[src/rtl/cnn_load_sequencer.sv]
// cnn_load_sequencer: steers host word writes into image banks 0-3, then conv
// weight RAM, then dense weight RAM, and pulses compute_start once the load completes.
// Latency: one cycle from wr_valid to the RAM write enable. Never stalls the host:
// every wr_valid cycle is taken. Optional build macro CNN_LOAD_CHECKSUM_EN adds a running byte checksum.
module cnn_load_sequencer #(
  parameter int IMG_WORDS   = 196,
  parameter int CONV_BYTES  = 55744,
  parameter int DENSE_BYTES = 37578
) (
  input  logic        clk,
  input  logic        reset,
  input  logic        cmd_start,
  input  logic        cmd_abort,
  input  logic        wr_valid,
  input  logic [31:0] wr_data,
  output logic        wren0,
  output logic        wren1,
  output logic        wren2,
  output logic        wren3,
  output logic [7:0]  data0,
  output logic [7:0]  data1,
  output logic [7:0]  data2,
  output logic [7:0]  data3,
  output logic [9:0]  image_addr,
  output logic        wren_conv,
  output logic [15:0] conv_addr,
  output logic [7:0]  conv_data,
  output logic        wren_dense,
  output logic [15:0] dense_addr,
  output logic [7:0]  dense_data,
  output logic [1:0]  phase,
  output logic        load_done,
  output logic        compute_start,
  output logic        overflow_err,
  output logic [15:0] checksum
);

  typedef enum logic [2:0] {
    S_IDLE,
    S_IMG,
    S_CONV,
    S_DENSE,
    S_DONE
  } state_t;

  localparam logic [15:0] IMG_LAST   = 16'(IMG_WORDS - 1);
  localparam logic [15:0] CONV_LAST  = 16'(CONV_BYTES - 1);
  localparam logic [15:0] DENSE_LAST = 16'(DENSE_BYTES - 1);

  state_t      state;
  logic [15:0] cnt;

  // Sequencer FSM: phase tracking, per-phase write counter and registered RAM write ports.
  always_ff @(posedge clk) begin
    if (reset) begin
      state         <= S_IDLE;
      cnt           <= 16'h0000;
      wren0         <= 1'b0;
      wren1         <= 1'b0;
      wren2         <= 1'b0;
      wren3         <= 1'b0;
      data0         <= 8'h00;
      data1         <= 8'h00;
      data2         <= 8'h00;
      data3         <= 8'h00;
      image_addr    <= 10'h000;
      wren_conv     <= 1'b0;
      conv_addr     <= 16'h0000;
      conv_data     <= 8'h00;
      wren_dense    <= 1'b0;
      dense_addr    <= 16'h0000;
      dense_data    <= 8'h00;
      phase         <= 2'd0;
      load_done     <= 1'b0;
      compute_start <= 1'b0;
      overflow_err  <= 1'b0;
    end else begin
      // Enables and the start pulse are single-cycle; address/data hold their last value.
      wren0         <= 1'b0;
      wren1         <= 1'b0;
      wren2         <= 1'b0;
      wren3         <= 1'b0;
      wren_conv     <= 1'b0;
      wren_dense    <= 1'b0;
      compute_start <= 1'b0;
      if (cmd_abort) begin
        // Abort beats any same-cycle start or write; RAM contents are left alone.
        state     <= S_IDLE;
        cnt       <= 16'h0000;
        phase     <= 2'd0;
        load_done <= 1'b0;
      end else begin
        case (state)
          S_IDLE, S_DONE: begin
            if (cmd_start) begin
              state        <= S_IMG;
              cnt          <= 16'h0000;
              phase        <= 2'd1;
              load_done    <= 1'b0;
              overflow_err <= 1'b0;
            end else if (wr_valid) begin
              overflow_err <= 1'b1;
            end
          end
          S_IMG: begin
            if (wr_valid) begin
              wren0      <= 1'b1;
              wren1      <= 1'b1;
              wren2      <= 1'b1;
              wren3      <= 1'b1;
              image_addr <= cnt[9:0];
              data0      <= wr_data[31:24];
              data1      <= wr_data[23:16];
              data2      <= wr_data[15:8];
              data3      <= wr_data[7:0];
              if (cnt == IMG_LAST) begin
                state <= S_CONV;
                cnt   <= 16'h0000;
                phase <= 2'd2;
              end else begin
                cnt <= cnt + 16'd1;
              end
            end
          end
          S_CONV: begin
            if (wr_valid) begin
              wren_conv <= 1'b1;
              conv_addr <= cnt;
              conv_data <= wr_data[7:0];
              if (cnt == CONV_LAST) begin
                state <= S_DENSE;
                cnt   <= 16'h0000;
                phase <= 2'd3;
              end else begin
                cnt <= cnt + 16'd1;
              end
            end
          end
          S_DENSE: begin
            if (wr_valid) begin
              wren_dense <= 1'b1;
              dense_addr <= cnt;
              dense_data <= wr_data[7:0];
              if (cnt == DENSE_LAST) begin
                state         <= S_DONE;
                cnt           <= 16'h0000;
                phase         <= 2'd0;
                load_done     <= 1'b1;
                compute_start <= 1'b1;
              end else begin
                cnt <= cnt + 16'd1;
              end
            end
          end
          default: begin
            state <= S_IDLE;
            cnt   <= 16'h0000;
            phase <= 2'd0;
          end
        endcase
      end
    end
  end

`ifdef CNN_LOAD_CHECKSUM_EN
  logic        in_load;
  logic [15:0] wr_sum;
  logic [15:0] csum;

  // Bytes carried by the current host write: four lanes in IMG, low byte otherwise.
  always_comb begin
    in_load = (state == S_IMG) || (state == S_CONV) || (state == S_DENSE);
    wr_sum  = {8'h00, wr_data[7:0]};
    if (state == S_IMG) begin
      wr_sum = 16'(wr_data[31:24]) + 16'(wr_data[23:16])
             + 16'(wr_data[15:8])  + 16'(wr_data[7:0]);
    end
  end

  // Running checksum, registered alongside the write enables so both appear together.
  always_ff @(posedge clk) begin
    if (reset) begin
      csum <= 16'h0000;
    end else if (!cmd_abort) begin
      if (((state == S_IDLE) || (state == S_DONE)) && cmd_start) begin
        csum <= 16'h0000;
      end else if (in_load && wr_valid) begin
        csum <= csum + wr_sum;
      end
    end
  end

  assign checksum = csum;
`else
  assign checksum = 16'h0000;
`endif

endmodule
[config.mk]
export PLATFORM = sky130hd
export DESIGN_NAME = cnn_load_sequencer
export DESIGN_NICKNAME = d
export VERILOG_FILES = /design/src/rtl/cnn_load_sequencer.sv
export SDC_FILE = /design/constraint.sdc
export NUM_CORES = 1
export LEC_CHECK = 0
export BUFFER_PORTS_ARGS = -buffer_cell sky130_fd_sc_hd__buf_2
export CAP_MARGIN = 0
export CORE_MARGIN = 8
export CORE_UTILIZATION = 50
export CTS_CLUSTER_SIZE = 10
export DETAILED_ROUTE_END_ITERATION = 10
export GPL_ROUTABILITY_DRIVEN = 1
export HOLD_SLACK_MARGIN = 0.03
export PLACE_DENSITY = 0.79
export SLEW_MARGIN = 0
export SYNTH_ARGS = -nofsm -noshare
export SYNTH_HDL_FRONTEND = slang
export SYNTH_SLANG_ARGS = --single-unit
[constraint.sdc]
create_clock -name clk -period 2.86 [get_ports clk]
set_input_delay 0.429 -clock clk [delete_from_list [all_inputs] [get_ports clk]]
set_output_delay 0.429 -clock clk [all_outputs]
set_load 0.02 [all_outputs]
==> results.md, run 1 <==
* Core Rows at 35
* RSZ-0062 raised after global routing: no
* DRC viols at 0
* CP Class: flip-flop to flip-flop
* Most frequent cell after synthesis: nand2_1
* Synth Instances at 589
* Fraction of the cycle the final worst path needs at 0.8284
* Clock Sinks at 117
* H-tree depth at 4
* Layout cells sized above 1 at 0.2612
* Syn Std Cell Area at 4643 um^2
* Min cycle time layout at 2.369 ns
* Port bufs at 137
* Sw Share at 0.2358
* Ys async rst share at 0
* Top-area cell type share of the netlist area at 0.5044
* Cts hold-fix bufs at 0
* Crit-path max FO at 9
* CP cell instances: or4_4 > or4_4 > o2bb2ai_4 > o21ai_1 > o21ai_0
* Largest net degree at the start of global routing at 94
* HPWL Detailed at 9157 um
* Post-route ant nets at 0
* Clk pin slew, worst setup/hold paths at 0.06 ns
* Tightest Pin Transition at 0.9343 ns
* Starting density of the core at 0.5098
* DRT Pass-1 Iters at 7
* Sequential-to-total area share from yosys stat at 0.5044
* CP Capture Type: flip-flop
* Critical path's slowest cell: or4_4
* Detailed-route via count at 4,420
* Int Pwr at 2.960 mW
* Syn. warnings at 0
* CP peak stage delay at 0.55 ns
* Placed Instance Area at 5264 um^2
* Aggregate global routing overflow at 0
* Comb pwr share at 0.043
* Final setup violation count at 0
* CTS root buffer: clkbuf_8
* First-pass GRT wire length at 21,120 um
* TritonCTS buffer count at 17
* Seq cells post-synth at 117
* Worst EP required at 3.25 ns
* Final hold violations at 0
* Die ar. at 12,630 um^2
* Post-CTS sizing at 0
* Flop pwr share at 0.426
* Rel. slew slack at 0.3771
* CP arrival at 2.76 ns
* Nets at 742
* Width of the die at 112.4 um
* Max Slew Vio Count at 0
* Routability Congestion at 0.8699
* Ys flop type: dfxtp_1
* Setup TNS at 0 ns
* Run status: completed
* DR iter-0 viols at 338
* Overall Global Routing Usage at 0.2080
* Hold crit path type: input pin to flip-flop
* Die Ht at 112.4 um
* CP most frequent cell: or4_4
* Yosys cell types at 48
* # IOs at 154
* Cell Pwr Density at 662.9 nW/um^2
* Worst Skew at 0.009765 ns
* Core Box Area at 9109 um^2
* EDFF count, synth at 0
* Clk pwr share at 0.531
* WL per Instance at 16.07 um
* CTS tree: built
* Static leakage at 2.421 nW
* Worst setup SP type: flip-flop
* Post-synth top area cell: dfxtp_1
* Synth-to-layout area growth at 25.84%
* Post-Route WL at 13,290 um
* Vias in the first global route at 4,290
* Max VDD drop at 444.0 uV
* Top post-synthesis cells by count: 197 x nand2_1, 117 x dfxtp_1, 94 x a21oi_1
* Vias per cell at 5.345
* Final instance area at 5843 um^2
* Max Freq at 422.1 MHz
* Syn_area_per_cell at 7.883 um^2
* N_diodes at 0
* Clk_lat worst skew at 0.52 ns
* Synth top area cells: dfxtp_1 50%, nand2_1 16%, a21oi_1 10%
* Maxcap violations at 0
* Psw at 0.9132 mW
* Initial antenna violation count at 0
* Post-CTS Setup Inserts at 0
* Clock Path Buffers at 2
==> path summary, 6_finish.rpt <==
check	startpoint	to	slack, ns	cells after the start
setup / recovery	cnt[4]	cnt[13]	0.49	5
hold / removal	wr_data[24]	data0[0]	0.14	3
setup reg to reg	cnt[4]	cnt[13]	0.49	5
hold reg to reg	dense_addr[2]	dense_addr[2]	0.45	2
==> cell usage in the layout, fill, tap and decap left out, types with 3 or more instances in the layout <==
cell	instances
a21oi_1	94
and3_1	6
buf_2	137
buf_4	7
clkbuf_16	16
clkinv_4	3
clkinvlp_4	4
conb_1	16
dfxtp_1	117
inv_1	5
inv_6	3
nand2_1	197
nand3_1	7
nand4_1	8
nor2_1	22
nor4_1	3
o21ai_0	7
o21ai_1	3
or2_2	3
or4_1	3
xnor2_1	5
xor2_1	9
==> routing by layer <==
layer | up-vias | part of all wire | track usage
li1 | 2131 | - | -
met3 | 34 | 0.093 | 0.07890
met1 | 2044 | 0.40 | 0.2374
met2 | 211 | 0.47 | 0.3368
met5 | - | 0 | 0
met4 | 0 | 0.031 | 0.09982
==> cells by family after synthesis <==
family	after synthesis	share of synthesized area
adder cells (fa/ha/maj)	2	0.005389
XOR/XNOR	14	0.02641
buffers and inverters	69	0.07303
AO/OA/AOI/OAI	119	0.1439
flip-flops	117	0.5044
other	1	0.0008076
AND/OR/NAND/NOR	267	0.2460
==> state kept, by name, indices dropped and copies added (netlist names), 2 cells and up <==
register    count
cnt            16
conv_addr      16
dense_addr     16
image_addr     10
conv_data       8
data0           8
data1           8
data2           8
data3           8
dense_data      8
state           3
phase           2
==> power by group through the flow <==
stage                     Combinational [mW]  Sequential (mW)  Clock, mW
after CTS                              0.164             1.65       2.07
after global placement                 0.161             1.69          0
after floorplan                        0.113             1.70          0
after global routing                   0.180             1.65       2.15
after detailed placement               0.164             1.69          0
final                                  0.166             1.65       2.06
==> area by class of cell <==
type / count / area, um^2
fill: 789 / 3266
clock inverter: 13 / 147.6
sequential: 117 / 2342
inverter: 5 / 18.77
clock buffer: 19 / 431.7
timing repair buffer: 144 / 738.2
tap: 111 / 138.9
multi-input combinational: 418 / 2026
==> critical path, delay by kind of cell, from the launching register on <==
kind             cells  cell delay (ns)
flip-flops           1             0.39
AND/OR/NAND/NOR      2             1.08
AO/OA/AOI/OAI        3             0.76
==> per-stage QoR <==
stage | total power, mW | hold slack [ns] | setup slack (ns) | cells | utilization
2_1_floorplan | 1.809 | 0.4913 | 0.5825 | 604 | -
3_3_place_gp | 1.846 | 0.4382 | 0.5699 | 795 | 0.5779
3_5_place_dp | 1.850 | 0.4435 | 0.5247 | 795 | 0.5779
4_1_cts | 3.890 | 0.1332 | 0.5079 | 827 | 0.6415
5_1_grt | 3.980 | 0.1283 | 0.3886 | 827 | 0.6415
6_report | 3.873 | 0.1426 | 0.4907 | 827 | 0.6415
Power figures use the tool's default switching activity.
==> run 2: changes to the inputs <==
- ABC_AREA: not set -> 1
- CORE_UTILIZATION: 50 -> 46
- PLACE_DENSITY: 0.79 -> 0.76
- clock period: 2.86 -> 2.1 ns (I/O delays scaled with it)
==> results.md, run 2 <==
* Setup ws final at 0.2555 ns (-0.2351 ns)
* CP delay by family, top: simple AND/OR/NAND/NOR gates
* CP most frequent cell: nand2_1
* Routability Congestion at 0.8920 (+2.5%)
* DRT Pass-1 Iters at 5 (-2)
* CP peak stage delay at 0.37 ns (-0.18 ns)
* Clock Path Buffers at 2 (unchanged)
* CTS root buffer: clkbuf_8
* Top-area cell type share of the netlist area at 0.4913 (-0.01311)
* Synth-to-layout area growth at 32.44%
* Most frequent cells in the layout: 140 x nor2_1, 137 x buf_2, 117 x dfxtp_1
* Post-synth top area cell: dfxtp_1
* Hold crit path type: input pin to flip-flop
* Top Registers: cnt x16, conv_addr x16, dense_addr x16
* First-pass GRT wire length at 24,010 um (+14%)
* Final hold violations at 0 (unchanged)
* Maxcap violations at 0 (unchanged)
* EDFF count, synth at 0 (unchanged)
* Largest family of logic cells by synthesized area: simple AND/OR/NAND/NOR gates
* CTS tree: built
* Max Freq at 542.2 MHz (+28%)
* Initial antenna violation count at 0 (unchanged)
* DRC viols at 0 (unchanged)
* Min cycle time layout at 1.844 ns (-0.5249 ns)
* Crit-path max FO at 6 (-3)
* Aggregate global routing overflow at 0 (unchanged)
* Width of the die at 117.8 um (+4.8%)
* Ys flop type: dfxtp_1
* Clock Sinks at 117 (unchanged)
* Post-place setup slack at 0.2657 ns (-0.2591 ns)
* Static leakage at 3.069 nW (+27%)
* Core Util, Final at 0.6199 (-0.02158)
* R2r setup slk at 0.26 ns (-0.24 ns)
* Largest net degree at the start of global routing at 52 (-45%)
* Core Rows at 37 (+5.7%)
* Most common cell after layout, fill and taps aside: nor2_1
* Syn_area_per_cell at 7.472 um^2 (-5.2%)
* Seq cells post-synth at 117 (unchanged)
* Worst Setup SP: cnt[1]
* # IOs at 154 (unchanged)
* Die Ht at 117.8 um (+4.8%)
* Overall Global Routing Usage at 0.2102 (+0.002182)
* Sequential-to-total area share from yosys stat at 0.4913 (-0.01311)
* Critical path's slowest cell: dfxtp_1
* Final setup violation count at 0 (unchanged)
* CP Class: flip-flop to flip-flop
* H-tree depth at 4 (unchanged)
* Setup TNS at 0 ns (unchanged)
* CP cell instances: ha_1 > nand2_1 > inv_1 > nand2_1 > nor2_1 > nand2_1 > nand2_1 > nand2_2 > nor2_4 > or2_1 > nor2_2
* CP Buf/Inv Count at 1 (+1)
* Synth top area cells: dfxtp_1 49%, nor2_1 11%, o21ai_0 11%
* Nets at 829 (+12%)
* Hold path start: wr_data[9]
* RR Startpoint: cnt[1]
* Worst Skew at 0.009052 ns (-0.0007126 ns)
* Synth Instances at 638 (+8.3%)
* DR iter-0 viols at 452 (+34%)
* HPWL Detailed at 10,150 um (+11%)
* Simple-Gate Fraction of Synth Area at 0.2307 (-0.01532)
* N_diodes at 0 (unchanged)
* Post-route ant nets at 0 (unchanged)
* Post-Synth Adder-Cell Area at 0.005249 (-0.0001400)
* Fraction of the cycle the final worst path needs at 0.8783 (+0.04987)
* Clk_lat worst skew at 0.52 ns (about the same)
* Yosys cell types at 26 (-46%)
* Top post-synthesis cells by count: 142 x nor2_1, 117 x dfxtp_1, 105 x o21ai_0
* TritonCTS buffer count at 17 (unchanged)
* Syn. warnings at 0 (unchanged)
* Vias in the first global route at 4,715 (+9.9%)
* Post-CTS Setup Inserts at 0 (unchanged)
* Layout cells sized above 1 at 0.2569 (-0.004315)
* CP Capture Type: flip-flop
* Syn Std Cell Area at 4767 um^2 (+2.7%)
* Cell Pwr Density at 891.2 nW/um^2 (+34%)
* Run status: completed
* Post-Route WL at 14,370 um (+8.1%)
* Core Box Area at 10,180 um^2 (+12%)
* Post-Synth XOR/XNOR Area at 0.003675 (-0.02273)
* Post-CTS sizing at 0 (unchanged)
* WL per Instance at 15.32 um (-4.7%)
* Post-synthesis compound-gate area fraction at 0.1727 (+0.02881)
* Ys async rst share at 0 (unchanged)
* Cts hold-fix bufs at 20 (+20)
* Clk pin slew, worst setup/hold paths at 0.05 ns (about the same)
* Mux contribution to synthesized area at 0 (unchanged)
* CP arrival at 2.24 ns (-0.52 ns)
* Worst setup SP type: flip-flop
* Worst EP required at 2.50 ns (-0.75 ns)
* Starting density of the core at 0.4681 (-0.04169)
* Most frequent cell after synthesis: nor2_1
* Die ar. at 13,880 um^2 (+9.9%)
* Port bufs at 137 (unchanged)
* Detailed-route via count at 4,784 (+8.2%)
* Vias per cell at 5.100 (-4.6%)
* Max Slew Vio Count at 0 (unchanged)
* RSZ-0062 raised after global routing: no
* Max VDD drop at 392.9 uV (-11%)
run 2: cell types whose count changed in the layout (fill, tap and decap cells not counted), moves of 7 or more:
| cell | before | now |
|---|---|---|
| nand2_1 | 197 | 68 |
| inv_1 | 5 | 32 |
| xor2_1 | 9 | 2 |
| nor2_1 | 22 | 140 |
| nor2_2 | 1 | 9 |
| dlygate4sd3_1 | 0 | 20 |
| nand3_1 | 7 | 21 |
| inv_2 | 0 | 7 |
| o21ai_0 | 7 | 105 |
| a21oi_1 | 94 | 55 |
run 2: final cells by class:
type,instances,area (um^2)
clock buffer,23,476.7
clock inverter,8,146.4
fill,881,3871
inverter,41,153.9
multi-input combinational,444,2036
sequential,117,2342
tap,136,170.2
timing repair buffer,169,988.4
run 2: worst reg2reg max path, delay by kind of cell, from the launching register on:
family | cells | cell delay (ns)
and+or+nand+nor | 9 | 1.04
DFF | 1 | 0.37
adders and majority gates | 1 | 0.25
buffers and inverters | 1 | 0.08
run 2: kinds of logic (layout without fill, tap and decap cells):
| logic type | after synthesis | after routing |
|---|---|---|
| buffers and inverters | 92 | 241 |
| DFF | 117 | 117 |
| and+or+nand+nor | 260 | 260 |
| xor gates and xnor gates | 2 | 2 |
| adders and majority gates | 2 | 2 |
| AOI/OAI and AO/OA | 164 | 164 |
| other | 1 | 16 |
run 2: final timing paths:
kind,endpoint,depth (start not counted)
max,cnt[6],11
min,data2[1],3
max reg2reg,cnt[6],11
min reg2reg,load_done,2
run 2: routing by layer:
layer  track usage  wire length, um
met1        0.2467             6007
met2        0.3501             6991
met3       0.06283             1087
met4       0.08807              285
met5             0                0
run 2: power by group:
group / total (mW) / internal, mW / switching (mW) / leakage [nW]
clock network: 3.01 / 2.04 / 0.968 / 0.304
logic: 0.345 / 0.119 / 0.226 / 1.82
registers: 2.27 / 2.25 / 0.0167 / 0.944
total: 5.63 / 4.42 / 1.21 / 3.07
run 2: through the flow:
stage	hold slack, ns	std cells	power [mW]	cell area, um^2
2_1_floorplan	0.3841	653	2.535	4823
3_3_place_gp	0.4621	887	2.623	5490
3_5_place_dp	0.4593	887	2.628	5490
4_1_cts	0.03237	938	5.663	6314
5_1_grt	0.05363	938	5.804	6314
6_report	0.03986	938	5.627	6314
==> run 3: changes to the inputs <==
- ABC_AREA: 1 -> 0
- CORE_UTILIZATION: 46 -> 45
- MAX_ROUTING_LAYER: not set -> met4
- PLACE_DENSITY: 0.76 -> 0.75
==> results.md, run 3 (synthesis gave the netlist of run 1 again) <==
* Post-Route WL at 14,270 um (-0.72%)
* Vias per cell at 5.041 (-1.2%)
* Worst EP required at 2.56 ns (+0.06 ns)
* Worst r2r dst: state[2]
* N_diodes at 0 (unchanged)
* Reg2reg path depth at 5 (-6)
* Synth-to-layout area growth at 36.76%
* Routability Congestion at 0.8897 (-0.26%)
* Initial antenna violation count at 0 (unchanged)
* Sw Share at 0.2303 (+0.01504)
* Top Registers: cnt x16, conv_addr x16, dense_addr x16
* Vias in the first global route at 4,592 (-2.6%)
* Aggregate global routing overflow at 0 (unchanged)
* DRT Pass-1 Iters at 4 (-1)
* Placed cells at 842 (-5.1%)
* Worst setup SP type: flip-flop
* Detailed-route via count at 4,522 (-5.5%)
* Flop pwr share at 0.409 (+0.006)
* Psw at 1.264 mW (+4.4%)
* Final hold violations at 0 (unchanged)
* Layout cells sized above 1 at 0.2838 (+0.02698)
* R2r setup slk at -0.14 ns (-0.40 ns)
* Failing checks: negative setup slack
* Width of the die at 117.6 um (-0.19%)
* Nets at 787 (-5.1%)
* Clk_lat worst skew at 0.53 ns (about the same)
* Starting density of the core at 0.4559 (-0.01216)
* Clock Path Buffers at 2 (unchanged)
* Final setup violation count at 14 (+14)
* TritonCTS buffer count at 17 (unchanged)
* CP Capture Type: flip-flop
* Hold crit path type: input pin to flip-flop
* Max VDD drop at 535.4 uV (+36%)
* WL per Instance at 15.91 um (+3.8%)
* HPWL Detailed at 9549 um (-5.9%)
* Comb pwr share at 0.052 (-0.009)
* Final Power at 5.489 mW (-2.4%)
* Fraction of the cycle the final worst path needs at 1.069 (+0.1905)
* CP arrival at 2.70 ns (+0.46 ns)
* Die Ht at 117.6 um (-0.19%)
* CTS tree: built
* Post-route ant nets at 0 (unchanged)
* Crit-path max FO at 7 (+1)
* Most common cell after layout, fill and taps aside: nand2_1
* Static leakage at 2.662 nW (-13%)
* Rel. slew slack at 0.3752
* Clock Sinks at 117 (unchanged)
* Post-place setup slack at -0.07306 ns (-0.3387 ns)
* Cell Pwr Density at 864.5 nW/um^2 (-3.0%)
* Worst Skew at 0.02274 ns (+0.01369 ns)
* Core Box Area at 10,180 um^2 (unchanged)
* H-tree depth at 4 (unchanged)
* # IOs at 154 (unchanged)
* Non-filler instance count after layout at 897 (-4.4%)
* Setup ws final at -0.1445 ns (-0.4000 ns)
* Tightest Pin Transition at 0.9372 ns
* Maxcap violations at 0 (unchanged)
* Clk pwr share at 0.538 (+0.003)
* Worst Setup SP: cnt[10]
* Most frequent cells in the layout: 197 x nand2_1, 137 x buf_2, 116 x dfxtp_1
* Clk pin slew, worst setup/hold paths at 0.06 ns (about the same)
* Max Slew Vio Count at 0 (unchanged)
* Int Pwr at 4.225 mW (-4.3%)
* CP Class: flip-flop to flip-flop
* Core Util, Final at 0.6235 (+0.003562)
* Run status: finished with violations
* RR Startpoint: cnt[10]
* Overall Global Routing Usage at 0.2094 (-0.0008390)
* Die ar. at 13,830 um^2 (-0.37%)
* Core Rows at 37 (unchanged)
* Hold path start: wr_data[3]
* RSZ-0062 raised after global routing: yes
* Critical Path End: state[2]
* Min cycle time layout at 2.244 ns (+0.4000 ns)
* DR iter-0 viols at 310 (-31%)
* Port bufs at 137 (unchanged)
* Max Freq at 445.5 MHz (-18%)
* CTS root buffer: clkbuf_8
* First-pass GRT wire length at 22,880 um (-4.7%)
* Largest net degree at the start of global routing at 94 (+81%)
* DRC viols at 0 (unchanged)
## run 3: worst min-delay path by stage
| stage | endpoint | slack, ns | cells after the start |
|---|---|---|---|
| floorplan | overflow_err | 0.43 | 1 |
| global placement | data0[2] | 0.44 | 2 |
| detailed placement | data2[1] | 0.44 | 2 |
| CTS | data1[6] | 0.03 | 3 |
| global route | dense_data[3] | 0.04 | 3 |
| finish | data3[3] | 0.04 | 3 |
## run 3: metal layers
metal  track usage  share of wire  wire, um
met5             -              0         0
met1        0.2245           0.43      6131
met3       0.05947          0.049       699
met4       0.08247          0.023       331
met2        0.3591           0.50      7105
## run 3: power by group through the flow
stage	Clock, mW	Combinational [mW]	Sequential (mW)
final	2.95	0.287	2.25
after global routing	3.10	0.309	2.25
after CTS	2.99	0.277	2.25
after detailed placement	0	0.242	2.30
after global placement	0	0.236	2.29
after floorplan	0	0.153	2.31
## run 3: final cells by class
cell class,instances,area [um^2]
clock buffers,19,441.7
fillers,902,3835
multi-input cells,418,2058
clock inverters,13,170.2
inverters,5,18.77
flip-flops and latches,117,2344
repair buffers,189,1147
well taps,136,170.2
## run 3: per-stage QoR
stage                     setup TNS, ns  hold slack (ns)  area, um^2
final                           -0.7936          0.04253        6350
after global routing             -1.642          0.03557        6350
after CTS                       -0.2885          0.03126        6326
after detailed placement        -0.1828           0.4444        5478
after global placement         -0.07875           0.4384        5478
after floorplan                 -0.2194           0.4311        4710
## run 3: critical path: stages, from the launching register on
cell	delay (ns)
dfxtp_2	0.33
or4_1	0.53
or4_4	0.52
o2bb2ai_4	0.17
or4_4	0.50
a21oi_2	0.13
## run 3: timing repair
action / CTS / global route
pin swaps: 0 / 1
endpoints found under the hold margin: 22 / 0
gates resized for setup: 2 / 7
setup endpoints to repair: 3 / 50
hold buffers: 22 / 0
setup buffers: 1 / 0
